`config.mk`:
```
export PLATFORM = sky130hd
export DESIGN_NAME = half_subtractor
export DESIGN_NICKNAME = d
export VERILOG_FILES = /design/src/rtl/half_subtractor.sv
export SDC_FILE = /design/constraint.sdc
export NUM_CORES = 1
export LEC_CHECK = 0
export ABC_AREA = 1
export CORE_UTILIZATION = 25
export DETAILED_ROUTE_END_ITERATION = 8
export PLACE_DENSITY = 0.47
export SLEW_MARGIN = 0
export SYNTH_ARGS = -nofsm -noshare
export SYNTH_HDL_FRONTEND = slang
export SYNTH_SLANG_ARGS = --single-unit
```
`constraint.sdc`:
```
create_clock -name clk -period 2.9 [get_ports clk]
set_input_delay 0.29 -clock clk [delete_from_list [all_inputs] [get_ports clk]]
set_output_delay 0.29 -clock clk [all_outputs]
set_load 0.01 [all_outputs]
```
`src/rtl/half_subtractor.sv`:
```
// Registered half subtractor with a saturating borrow event counter.
// Ports: clk, rst (sync, active-high); in_valid/A/B in; out_valid/D/Bout, borrow_cnt/cnt_sat out.
module half_subtractor #(
  parameter int WIDTH = 1,
  parameter int CNT_W = 8
) (
  input  logic             clk,
  input  logic             rst,
  input  logic             in_valid,
  input  logic [WIDTH-1:0] A,
  input  logic [WIDTH-1:0] B,
  output logic             out_valid,
  output logic [WIDTH-1:0] D,
  output logic             Bout,
  output logic [CNT_W-1:0] borrow_cnt,
  output logic             cnt_sat
);

  // One extra bit catches the borrow: it is set exactly when A < B.
  logic [WIDTH:0] diff_ext;
  logic           borrow;

  always_comb begin
    diff_ext = {1'b0, A} - {1'b0, B};
    borrow   = diff_ext[WIDTH];
  end

  assign cnt_sat = &borrow_cnt;

  always_ff @(posedge clk) begin
    if (rst) begin
      out_valid  <= 1'b0;
      D          <= '0;
      Bout       <= 1'b0;
      borrow_cnt <= '0;
    end else begin
      out_valid <= in_valid;
      if (in_valid) begin
        D    <= diff_ext[WIDTH-1:0];
        Bout <= borrow;
        if (borrow && !cnt_sat)
          borrow_cnt <= borrow_cnt + 1'b1;
      end
    end
  end

endmodule

```
**Word level (Yosys, flattened, before mapping)**

Cells that the tools add are included.

- Output and inout bits: 12
- Word-level logic and storage cells: 10
- Bits of input ports: 5
- Register bits: 11

- $add $sub $neg: 2
- Reduce and logical (&&, ||, !) cells: 4

Operators by type and width:

| operator | count |
|---|---|
| adder 8 x 1 -> 8 bit, second input constant | 1 |
| AND reduction 8 bit | 1 |
| AND reduction 2 bit | 1 |
| subtractor 1 x 1 -> 2 bit | 1 |
| logical AND 1 bit | 1 |
| zero test 1 bit | 1 |

**Depth between registers and ports, before layout**

- Depth in word-level cells: 4
- Gate-level depth with buffers: 8
- Depth with buffers taken out: 8

**Worst setup path after synthesis**

OpenSTA, ideal clock, no wires.

- Path type: register to output
- Start point: register borrow_cnt[1]
- End point: output port cnt_sat
- Buffers on the path: 0
- Data arrival time: 0.963 ns
- Data required time: 2.610 ns
- Cell stages (with the launch flop): 6
- Slack: 1.647 ns
- Cell sequence: dfxtp_1 ha_1 inv_1 nor2_2 nand2_2 inv_1

- Longest elaborated chain between the ends: 1

Ends and longest elaborated chain:

| item | line | text |
|---|---|---|
| start, declared | 15 | `output logic [CNT_W-1:0] borrow_cnt,` |
| start signal, assigned | 42 | `borrow_cnt <= borrow_cnt + 1'b1;` |
| AND reduction 8 bit | 28 | `assign cnt_sat = &borrow_cnt;` |
| end, declared | 16 | `output logic cnt_sat` |

Every way passes these cells.

**Final worst setup path**

- Start point: register borrow_cnt[0]
- End point: output port cnt_sat

Same word-level chain as after synthesis.

==> impl_metrics.ini <==
[yosys]
netlist_area_sq_um = 549
synth_most_common_cell = nand2_1
yosysTopAreaCell = dfxtp_1
synth_cells = 80
synth_warnings = 0
synth_common_cells = nand2_1 (20), nor2_1 (12), dfxtp_1 (11), inv_1 (11), a21oi_1 (6)
avgSynthCellArea_sq_um = 6.87
yosysUniqueCellTypes = 17
synth_top_area_share = 0.401
synth_nets = 87
synth_seq_area_share = 0.401
synth_ff_type = dfxtp_1
synth-seq-cells = 11
synth_area_leaders = dfxtp_1 (40%), nand2_1 (14%), nor2_1 (8.2%)
synth_edf_count = 0
synthArstFlopShare = 0

[sta]
fmaxAchievable_mhz = 493
setup_tns_ns = 0
timing.final.crit_share = 0.699
setup_viol = 0
rsz0062_at_grt = false
setup_ws_ns = 0.873
fin_skew_ns = 0.00861
slew_headroom = 0.839
slew_viol_final = 0
hold_viol_final = 0
min_period_ns = 2.03
worst_slew_pin_slew_ns = 0.242

[clock_network]
cts_buffers = 3
cts.sinks = 11
clock_latency_ns = 0.27
cts.path.max_buffers = 2
postCtsSetupRepairBufs = 0
cts_tree = built
h-tree-depth = 1
cts_root_buf = clkbuf_4
cts_resized = 0
hold_buffers = 0
clk_pin_slew_ns = 0.08

[die]
core.rowCount = 16
fp.dieH_microns = 48.9
fp.dieW_microns = 48.9
ios = 17
core_sq_um = 2020
die_area_sq_um = 2390
start_util = 0.272

[global_route]
globalRouteTotalUtil = 0.112
grt_antenna_before_repair = 0
grt_max_degree = 8
grt_pass1_wl_microns = 2080
grt_pass1_vias = 503
grt_overflow_total = 0

[power_and_ir_drop]
leakage_nw = 0.302
ir_worst_vdd_uv = 219
power_density_nw_per_um2 = 380

[route]
viasPerCell = 4.25
dr_total_vias = 540
wirelength_microns = 1140
wl_per_cell_microns = 8.98
drc_errors = 0
first_iter_violations = 3
drtAntennaViolNets = 0
drtPass1Iterations = 2

[placement]
dp_hpwl_microns = 888
gp_congestion = 0.745
portBuffers = 16
dp_slack_ns = 1.16
dpl_cell_area_sq_um = 743

[flow_run]
maxCapViolCount = 0

[critical_path]
endpoint_kind = output port
arrival_ns = 1.74
required_ns = 2.61
critPathMaxFanout = 5
path_class = register to output port
cp-start-kind = register

[cells_and_area]
layout-drive-gt1-share = 0.0900
fin_area_sq_um = 771
areaGrowthSynthToFinish_pct = 40.3
num-nets-final = 108
num_antenna_cells = 0

[status]
status = completed

[worst_hold_path]
hold_class = register to register
==> flip-flops by register name, indices dropped and copies added (netlist names) <==
| name | cells |
|---|---|
| Bout | 1 |
| out_valid | 1 |
| D | 1 |
| borrow_cnt | 8 |
==> final timing paths <==
path / slack [ns] / startpoint / end / depth (start not counted)
setup / recovery: 0.87 / borrow_cnt[0] / cnt_sat / 6
hold / removal: 0.47 / Bout / Bout / 2
setup reg to reg: 1.62 / borrow_cnt[0] / borrow_cnt[2] / 8
hold reg to reg: 0.47 / Bout / Bout / 2
==> per-stage QoR <==
step / util / power, mW / hold WS, ns / std cells
floorplan: - / 0.173 / 0.359 / 80
global placement: 0.368 / 0.190 / 0.452 / 123
detailed placement: 0.368 / 0.190 / 0.459 / 123
CTS: 0.381 / 0.297 / 0.478 / 127
global route: 0.381 / 0.308 / 0.519 / 127
finish: 0.381 / 0.293 / 0.473 / 127
==> cell families after synthesis <==
| group | synth area share |
|---|---|
| compound gates | 0.100 |
| xor+xnor | 0.0319 |
| fa+ha+maj | 0.0456 |
| buf+inv | 0.0820 |
| flops | 0.401 |
| simple gates | 0.339 |
==> placed cells by master (no fill, tap or decap) <==
cell and count:
o21ai_0 5, xnor2_1 1, nor3_1 1, dfxtp_1 11, clkbuf_4 3, nor2_4 1, inv_2 1, nor2_1 12
nand2_1 20, nand2_4 1, ha_1 2, xor2_1 1, nand2_2 1, clkdlybuf4s50_1 16, nor2_2 1, nand3_1 4
clkinv_2 1, nand4_1 1, a21oi_1 6, inv_1 11
==> metal layers <==
layer,vias to the layer above,share of wire,GRT usage
met5,-,0,0
met4,0,0.019,0.0588
met3,4,0.046,0.0187
met2,13,0.44,0.171
met1,232,0.49,0.149
li1,291,-,-
==> area by class of cell <==
cell class / count / area [sq um]
Sequential cell: 11 / 220
Clock buffer: 3 / 22.5
Multi-Input combinational cell: 57 / 284
Fill cell: 228 / 1250
Inverter: 12 / 45.0
Clock inverter: 1 / 5.00
Timing Repair Buffer: 16 / 160
Tap cell: 27 / 33.8
==> where the power goes <==
| part | internal (mW) | switching, mW | leakage (nW) |
|---|---|---|---|
| clock | 0.0510 | 0.0560 | 0.0177 |
| combinational | 0.0151 | 0.0132 | 0.195 |
| sequential | 0.155 | 0.00261 | 0.0895 |
| total | 0.221 | 0.0718 | 0.302 |
==> worst max-delay path, stage by stage, from the launching register on <==
cell	delay [ns]
dfxtp_1	0.41
ha_1	0.22
inv_1	0.06
nor2_2	0.11
nand2_2	0.09
inv_1	0.06
clkdlybuf4s50_1	0.52
Note: power is estimated with default switching activity, not from simulation.
